<file path="src/rtl/mdio_arbiter_pkg.sv">
// rtl/mdio_arbiter_pkg.sv - shared FSM state encoding and Clause 22 opcodes for the MDIO arbiter
package mdio_arbiter_pkg;

    typedef enum logic [1:0] {
        ST_IDLE  = 2'd0,
        ST_START = 2'd1,
        ST_WAIT  = 2'd2,
        ST_DONE  = 2'd3
    } mdio_state_t;

    localparam logic [1:0] OP_READ  = 2'b10;
    localparam logic [1:0] OP_WRITE = 2'b01;

    // Map the requester direction bit onto the Clause 22 opcode
    function automatic logic [1:0] op_of(input logic rw);
        return rw ? OP_READ : OP_WRITE;
    endfunction

endpackage

</file>
<file path="src/rtl/rr_arb2.sv">
// rtl/rr_arb2.sv - two-way round-robin winner selection with last-served pointer
module rr_arb2 (
    input  logic       clk,
    input  logic       reset,
    input  logic [1:0] req,
    input  logic       update,
    input  logic       served,
    output logic       valid,
    output logic       winner
);

    logic last;

    assign valid = |req;

    // On a tie the requester not served last wins; a lone requester always wins
    always_comb begin
        winner = 1'b0;
        if (req == 2'b11) begin
            winner = ~last;
        end else if (req[1]) begin
            winner = 1'b1;
        end
    end

    // Last-served pointer; starts at r1 so r0 takes the first tie
    always_ff @(posedge clk or posedge reset) begin
        if (reset) begin
            last <= 1'b1;
        end else if (update) begin
            last <= served;
        end
    end

endmodule

</file>
<file path="src/rtl/mdio_arbiter.sv">
// rtl/mdio_arbiter.sv - two-requester arbiter in front of a single MDIO engine
module mdio_arbiter
    import mdio_arbiter_pkg::*;
#(
    parameter int          TIMEOUT_CYCLES = 256,
    parameter logic [15:0] IDLE_RDATA     = 16'hFFFF
) (
    input  logic        clk,
    input  logic        reset,
    input  logic        r0_req,
    input  logic        r0_rw,
    input  logic [4:0]  r0_phy,
    input  logic [4:0]  r0_reg,
    input  logic [15:0] r0_wdata,
    output logic        r0_gnt,
    output logic        r0_done,
    output logic        r0_err,
    output logic [15:0] r0_rdata,
    input  logic        r1_req,
    input  logic        r1_rw,
    input  logic [4:0]  r1_phy,
    input  logic [4:0]  r1_reg,
    input  logic [15:0] r1_wdata,
    output logic        r1_gnt,
    output logic        r1_done,
    output logic        r1_err,
    output logic [15:0] r1_rdata,
    output logic        m_start,
    output logic        m_rw,
    output logic [4:0]  m_phy,
    output logic [4:0]  m_reg,
    output logic [15:0] m_wdata,
    input  logic [15:0] m_rdata,
    input  logic        m_done
);

    localparam int               CNT_W    = $clog2(TIMEOUT_CYCLES + 1);
    localparam logic [CNT_W-1:0] CNT_LAST = CNT_W'(TIMEOUT_CYCLES - 1);
    localparam logic [CNT_W-1:0] CNT_MAX  = '1;

    mdio_state_t      state;
    logic             owner;
    logic [1:0]       op_q;
    logic [CNT_W-1:0] cnt;

    logic             arb_valid;
    logic             arb_winner;
    logic             arb_update;

    logic             sel_rw;
    logic [4:0]       sel_phy;
    logic [4:0]       sel_reg;
    logic [15:0]      sel_wdata;

    logic             timeout_hit;
    logic             finish;
    logic             fin_err;
    logic [15:0]      fin_rdata;

    assign arb_update = (state == ST_DONE);

    rr_arb2 u_arb (
        .clk    (clk),
        .reset  (reset),
        .req    ({r1_req, r0_req}),
        .update (arb_update),
        .served (owner),
        .valid  (arb_valid),
        .winner (arb_winner)
    );

    // Direction is kept as the bus opcode; m_rw is derived from it
    assign m_rw = (op_q == OP_READ);

    // An engine completion beats a timeout landing on the same edge
    assign timeout_hit = (cnt == CNT_LAST);
    assign finish      = m_done | timeout_hit;
    assign fin_err     = ~m_done;
    assign fin_rdata   = m_done ? m_rdata : IDLE_RDATA;

    // Route the winning requester's command fields toward the engine latches
    always_comb begin
        sel_rw    = r0_rw;
        sel_phy   = r0_phy;
        sel_reg   = r0_reg;
        sel_wdata = r0_wdata;
        if (arb_winner) begin
            sel_rw    = r1_rw;
            sel_phy   = r1_phy;
            sel_reg   = r1_reg;
            sel_wdata = r1_wdata;
        end
    end

    // Transaction FSM: grant, start pulse, wait with timeout, completion pulse
    always_ff @(posedge clk or posedge reset) begin
        if (reset) begin
            state    <= ST_IDLE;
            owner    <= 1'b0;
            op_q     <= 2'b00;
            cnt      <= '0;
            m_start  <= 1'b0;
            m_phy    <= '0;
            m_reg    <= '0;
            m_wdata  <= '0;
            r0_gnt   <= 1'b0;
            r0_done  <= 1'b0;
            r0_err   <= 1'b0;
            r0_rdata <= '0;
            r1_gnt   <= 1'b0;
            r1_done  <= 1'b0;
            r1_err   <= 1'b0;
            r1_rdata <= '0;
        end else begin
            m_start <= 1'b0;
            r0_done <= 1'b0;
            r1_done <= 1'b0;
            case (state)
                ST_IDLE: begin
                    if (arb_valid) begin
                        owner   <= arb_winner;
                        op_q    <= op_of(sel_rw);
                        m_phy   <= sel_phy;
                        m_reg   <= sel_reg;
                        m_wdata <= sel_wdata;
                        m_start <= 1'b1;
                        r0_gnt  <= ~arb_winner;
                        r1_gnt  <= arb_winner;
                        state   <= ST_START;
                    end
                end
                ST_START: begin
                    cnt   <= '0;
                    state <= ST_WAIT;
                end
                ST_WAIT: begin
                    if (finish) begin
                        state <= ST_DONE;
                        if (owner) begin
                            r1_done <= 1'b1;
                            r1_err  <= fin_err;
                            if (m_rw) begin
                                r1_rdata <= fin_rdata;
                            end
                        end else begin
                            r0_done <= 1'b1;
                            r0_err  <= fin_err;
                            if (m_rw) begin
                                r0_rdata <= fin_rdata;
                            end
                        end
                    end else if (cnt != CNT_MAX) begin
                        cnt <= cnt + CNT_W'(1);
                    end
                end
                ST_DONE: begin
                    r0_gnt <= 1'b0;
                    r1_gnt <= 1'b0;
                    r0_err <= 1'b0;
                    r1_err <= 1'b0;
                    state  <= ST_IDLE;
                end
                default: begin
                    state <= ST_IDLE;
                end
            endcase
        end
    end

endmodule

</file>
<file path="config.mk">
export PLATFORM = sky130hd
export DESIGN_NAME = mdio_arbiter
export DESIGN_NICKNAME = d
export VERILOG_FILES = /design/src/rtl/mdio_arbiter_pkg.sv /design/src/rtl/rr_arb2.sv /design/src/rtl/mdio_arbiter.sv
export SDC_FILE = /design/constraint.sdc
export NUM_CORES = 1
export LEC_CHECK = 0
export CAP_MARGIN = 20
export CELL_PAD_IN_SITES_DETAIL_PLACEMENT = 0
export CELL_PAD_IN_SITES_GLOBAL_PLACEMENT = 1
export CORE_MARGIN = 2
export CORE_UTILIZATION = 36
export CTS_BUF_LIST = sky130_fd_sc_hd__clkbuf_8 sky130_fd_sc_hd__clkbuf_16
export CTS_CLUSTER_DIAMETER = 100
export DETAILED_ROUTE_END_ITERATION = 10
export GPL_ROUTABILITY_DRIVEN = 0
export PLACE_DENSITY = 0.94
export SETUP_SLACK_MARGIN = 0.4
export SYNTH_ARGS = -nofsm -noshare
export SYNTH_HDL_FRONTEND = slang
export SYNTH_SLANG_ARGS = --single-unit
</file>
<file path="constraint.sdc">
create_clock -name clk -period 3.7 [get_ports clk]
set_input_delay 0.37 -clock clk [delete_from_list [all_inputs] [get_ports clk]]
set_output_delay 0.37 -clock clk [all_outputs]
set_load 0.03 [all_outputs]
</file>
==> results of run 1 <==
worst max-delay path: stages, from the launching register on:
cell	delay [ns]
dfrtp_1	0.43
ha_1	0.23
nand3_1	0.12
nor3_1	0.09
ha_1	0.24
or4b_1	0.80
or4_1	0.59
a21oi_1	0.15
report_power, final:
| part | switching [mW] | internal [mW] |
|---|---|---|
| registers | 0.225 | 1.26 |
| clock network | 0.306 | 0.347 |
| logic | 1.26 | 0.995 |
per-layer routing:
metal,routed length [um],global-route usage
met5,0,0
met2,4190,0.281
met3,624,0.0482
met4,74,0.0569
met1,3680,0.195
cells by family after synthesis:
family	synth area share
DFF	0.553
adders and majority gates	0.0242
and+or+nand+nor	0.122
muxes	0.189
buffers and inverters	0.0300
AOI/OAI and AO/OA	0.0825
through the flow:
| step | area, um2 | hold slack [ns] | setup WS, ns | util |
|---|---|---|---|---|
| detailed placement | 5200 | 0.469 | 0.986 | 0.532 |
| finish | 5410 | 0.416 | 0.989 | 0.553 |
| floorplan | 3620 | 0.489 | 1.27 | - |
| global placement | 5200 | 0.461 | 1.11 | 0.532 |
| CTS | 5410 | 0.421 | 0.991 | 0.553 |
| global route | 5410 | 0.463 | 0.837 | 0.553 |
placed cells by master (no fill, tap or decap), drive strengths merged, types with 2 or more instances in the layout:
master / Yosys / final
clkinv: 0 / 3
nor2: 5 / 5
mux2i: 28 / 28
clkbuf: 9 / 11
o211ai: 2 / 2
nor2b: 2 / 2
nor3b: 2 / 2
ha: 7 / 7
or3: 3 / 3
o21ai: 38 / 38
a21oi: 7 / 7
nand2: 31 / 31
clkinvlp: 0 / 2
buf: 7 / 7
or4: 3 / 3
nand3: 8 / 8
dfrtp: 79 / 79
inv: 11 / 10
nand2b: 19 / 19
mux2: 36 / 36
o31ai: 2 / 2
clkdlybuf4s50: 0 / 140
cell type report:
type / count / area (um2) / share of cell area
clock inverters: 5 / 55.1 / 0.0102
well taps: 133 / 166 / 0.0308
inverters: 11 / 42.5 / 0.00787
clock buffers: 11 / 151 / 0.0280
multi-input cells: 205 / 1540 / 0.284
repair buffers: 147 / 1450 / 0.269
flip-flops and latches: 80 / 2000 / 0.370
how the worst max path moves through the flow:
| stage | startpoint | to | slack (ns) |
|---|---|---|---|
| after global placement | cnt[0]$_DFFE_PP0P_ | cnt[7]$_DFFE_PP0P_ | 1.11 |
| after CTS | cnt[0]$_DFFE_PP0P_ | cnt[7]$_DFFE_PP0P_ | 0.99 |
| after detailed placement | cnt[0]$_DFFE_PP0P_ | cnt[7]$_DFFE_PP0P_ | 0.99 |
| final | cnt[0]$_DFFE_PP0P_ | cnt[7]$_DFFE_PP0P_ | 0.99 |
| after floorplan | cnt[0]$_DFFE_PP0P_ | r0_rdata[0]$_DFFE_PP0P_ | 1.27 |
| after global routing | cnt[0]$_DFFE_PP0P_ | cnt[7]$_DFFE_PP0P_ | 0.84 |
==> impl_metrics.yaml, run 1 <==
clock_tree:
  post-cts-setup-buffers: 0
  cts_resized: 0
  htree_levels: 3
  ctsHoldBuffers: 0
  cts_sinks: 80
  cts-root-buf: "clkbuf_8"
  clk_latency_ns: 0.33
  cts_tree: "yes"
  numCtsBuffers: 9
  clk_path_buf_depth: 2
  path_clk_slew_ns: 0.08
sta:
  slew_headroom: 0.580
  tns_ns: 0
  finClkSkew_ns: 0.0119
  final-setup-viol-count: 0
  worstMarginPinSlew_ns: 0.629
  fin_crit_ns: 2.71
  fin_crit_sh: 0.733
  fmax_ghz: 0.369
  hold_viol: 0
  slew_violations: 0
  rsz0062_at_grt: "false"
logic_synthesis:
  avgSynthCellArea_um2: 11.6
  ys.flop_type: "dfrtp_1"
  yosys.area.top_type: "dfrtp_1"
  yosysSeqAreaShare: 0.553
  netlist_top_cells_count: "dfrtp_1 (79), mux2_2 (31), nand2_1 (31)"
  synth_seq_cells: 80
  synth_most_common_cell: "dfrtp_1"
  syn_inst: 312
  yosysWarnings: 0
  synth-edff-count: 0
  async_flop_share: 1.00
  syn_nets: 394
  syn_area_um2: 3620
  synth_top_area_frac: 0.545
  synth_area_leaders: "dfrtp_1 (55%), mux2_2 (9.6%), mux2i_1 (7.7%)"
  ys_types: 37
drt:
  vias_per_cell: 4.77
  wire_per_inst_um: 14.5
  drtPass1Iterations: 4
  drtIter0Drc: 90
  drc: 0
  antenna_left: 0
  via_count: 2821
  wirelength_mm: 8.57
global_routing:
  grt_first_pass_wirelength_mm: 14.4
  gr-total-overflow: 0
  grt_start_max_net_pins: 53
  antenna_found_initial: 0
  grt_pass1_vias: 3031
  grt_usage: 0.164
setup_path:
  crit_type: "reg -> reg"
  rr_worst_depth: 7
  cp-end-kind: "register"
  rrSetupSlack_ns: 0.99
  arrival_ns: 2.97
  crit_fanout: 18
  cp.required_ns: 3.95
  regToRegStartpoint: "cnt[0]$_DFFE_PP0P_"
  r2r-end: "cnt[7]$_DFFE_PP0P_"
  startpoint_type: "register"
die:
  die_y_um: 104
  ios: 141
  initial_utilization: 0.371
  dieArea_um2: 10900
  coreArea_um2: 9770
  dieWidth_um: 104
  row_count: 36
final_layout:
  fillers: 875
  n_antenna_cell: 0
  fin_cells: 592
  top_regs: "m_wdata: 16 flops, r0_rdata: 16 flops, r1_rdata: 16 flops"
  syn_to_final_growth_pct: 49.2
  fin_nets: 536
  drive_gt1_frac: 0.133
power:
  max-vdd-ir-drop_v: 0.000333
  p_leak_nw: 2.28
  cellPowerDensity_nw_per_um2: 812
  finalPower_mw: 4.39
place:
  hpwl_mm: 6.46
  dp_cells: 576
  portBuffers: 140
flow_run:
  drv_cap: 0
run_status:
  status: "finished, final reports clean"
worst_hold_path:
  min_path_type: "in -> async"
Note: power is estimated with default switching activity, not from simulation.
==> inputs of run 2 (changes only) <==
CORE_UTILIZATION = 33   (was 36)
PLACE_DENSITY = 0.87   (was 0.94)
clock period = 2.6 ns   (was 3.7 ns; I/O delays follow)
==> run 2 against run 1 <==
  * Routed wire length rose by 5.8%
  * Sequential power is 44% higher
  * Clock power grew 55%
  * Die area is 8.7% higher
  * Worst setup slack worse by 0.65 ns
==> impl_metrics.yaml, run 2 (same netlist as run 1, synthesis figures left out) <==
sta:
  final-setup-viol-count: 0
  worstMarginPinSlew_ns: 0.496
  fmax_ghz: 0.441
  finClkSkew_ns: 0.0136
  fin_crit_ns: 2.27
  tns_ns: 0
  hold_viol: 0
  slew_headroom: 0.668
  slew_violations: 0
  layout_setup_ws_ns: 0.335
  rsz0062_at_grt: "true"
  fin_crit_sh: 0.871
global_routing:
  grt_start_max_net_pins: 41
  gr-total-overflow: 0
  grt_pass1_vias: 2970
  antenna_found_initial: 0
  grt_first_pass_wirelength_mm: 14.3
  grt_usage: 0.156
final_layout:
  layout_common_cells: "clkdlybuf4s50_1 (140), dfrtp_1 (79), nand2_1 (31), mux2i_1 (28), o21ai_0 (26)"
  syn_to_final_growth_pct: 57.2
  n_antenna_cell: 0
  fin_nets: 548
  drive_gt1_frac: 0.183
  mostFrequentLayoutCell: "clkdlybuf4s50_1"
  fin_cells: 611
  fillers: 964
  finish.instance_area_um2: 5700
  top_regs: "m_wdata: 16 flops, r0_rdata: 16 flops, r1_rdata: 16 flops"
drt:
  wirelength_mm: 9.06
  via_count: 2905
  vias_per_cell: 4.75
  drtPass1Iterations: 4
  drtIter0Drc: 85
  antenna_left: 0
  wire_per_inst_um: 14.8
  drc: 0
power:
  p_leak_nw: 2.42
  finalPower_mw: 6.58
  p_clk_frac: 0.154
  cellPowerDensity_nw_per_um2: 1160
  p_seq_frac: 0.325
  internal-power_mw: 3.92
  combPwrFrac: 0.521
  power_switching_mw: 2.66
  swShare: 0.404
  max-vdd-ir-drop_v: 0.000629
run_status:
  status: "finished, final reports clean"
place:
  portBuffers: 140
  hpwl_mm: 6.64
  dp_cells: 586
  place_area_um2: 5310
  place_worst_setup_slack_ns: 0.195
die:
  coreArea_um2: 10800
  dieWidth_um: 109
  die_y_um: 109
  ios: 141
  row_count: 38
  initial_utilization: 0.336
  dieArea_um2: 11800
worst_hold_path:
  min_path_type: "in -> async"
setup_path:
  rrSetupSlack_ns: 0.33
  cp.required_ns: 2.82
  arrival_ns: 2.49
  rr_worst_depth: 8
  crit_type: "reg -> reg"
  crit_fanout: 4
  startpoint_type: "register"
  cp-end-kind: "register"
clock_tree:
  ctsHoldBuffers: 0
  path_clk_slew_ns: 0.09
  clk_path_buf_depth: 2
  clk_latency_ns: 0.35
  cts-root-buf: "clkbuf_8"
  htree_levels: 3
  cts_tree: "yes"
  cts_sinks: 80
  numCtsBuffers: 9
flow_run:
  drv_cap: 0
## run 2: changes by cell type in the layout (fill, tap and decap cells not counted), sizes merged
cell | previous run | this run
buf | 7 | 18
clkbuf | 11 | 9
bufinv | 1 | 2
inv | 10 | 11
or4b | 1 | 2
## run 2: through the flow
| stage | util | hold WS (ns) |
|---|---|---|
| after floorplan | - | 0.442 |
| after global placement | 0.492 | 0.460 |
| after detailed placement | 0.492 | 0.470 |
| after CTS | 0.516 | 0.282 |
| after global routing | 0.528 | 0.322 |
| final | 0.528 | 0.279 |
## run 2: worst max-delay path: stages, from the launching register on
cell and delay, ns:
dfrtp_1 0.42, ha_2 0.22, nand3_4 0.08, nor3_4 0.05, ha_4 0.18, buf_4 0.13
or4b_4 0.55, or3_1 0.37, mux2i_1 0.13
## run 2: what timing repair did
action | 4_1_cts | 5_1_grt
gates resized for setup | 3 | 21
endpoints found under the setup margin | 22 | 38
setup buffers | 4 | 3
cloned | 0 | 2
hold endpoints to repair | 0 | 0
pin swaps | 3 | 3
## run 2: path summary, 6_finish.rpt
path / startpoint / end
setup / recovery: cnt[1]$_DFFE_PP0P_ / cnt[4]$_DFFE_PP0P_
hold / removal: reset / m_phy[3]$_DFFE_PP0P_
setup reg to reg: cnt[1]$_DFFE_PP0P_ / cnt[4]$_DFFE_PP0P_
hold reg to reg: m_phy[1]$_DFFE_PP0P_ / m_phy[1]$_DFFE_PP0P_
max in group asynchronous: reset / r1_rdata[12]$_DFFE_PP0P_
min in group clk: m_phy[1]$_DFFE_PP0P_ / m_phy[1]$_DFFE_PP0P_
## run 2: power by group through the flow
stage | Sequential (mW) | Combinational (mW) | Clock [mW]
after floorplan | 3.05 | 1.00 | 0
after global placement | 2.14 | 3.27 | 0
after detailed placement | 2.16 | 3.32 | 0
after CTS | 2.15 | 3.36 | 1.03
after global routing | 2.22 | 3.67 | 1.11
final | 2.14 | 3.43 | 1.01
## run 2: per-layer routing
layer | global-route usage | part of all wire | up-vias
li1 | - | - | 1398
met1 | 0.194 | 0.43 | 1375
met2 | 0.242 | 0.46 | 128
met3 | 0.0628 | 0.10 | 4
met4 | 0.0614 | 0.0068 | 0
met5 | 0 | 0 | -
## run 2: layout make-up
| type | instances | area, um2 | area share |
|---|---|---|---|
| well taps | 140 | 175 | 0.0307 |
| flip-flops and latches | 80 | 2000 | 0.352 |
| multi-input cells | 206 | 1680 | 0.295 |
| clock buffers | 9 | 124 | 0.0217 |
| repair buffers | 158 | 1570 | 0.275 |
| clock inverters | 7 | 97.6 | 0.0171 |
| inverters | 11 | 45.0 | 0.00791 |
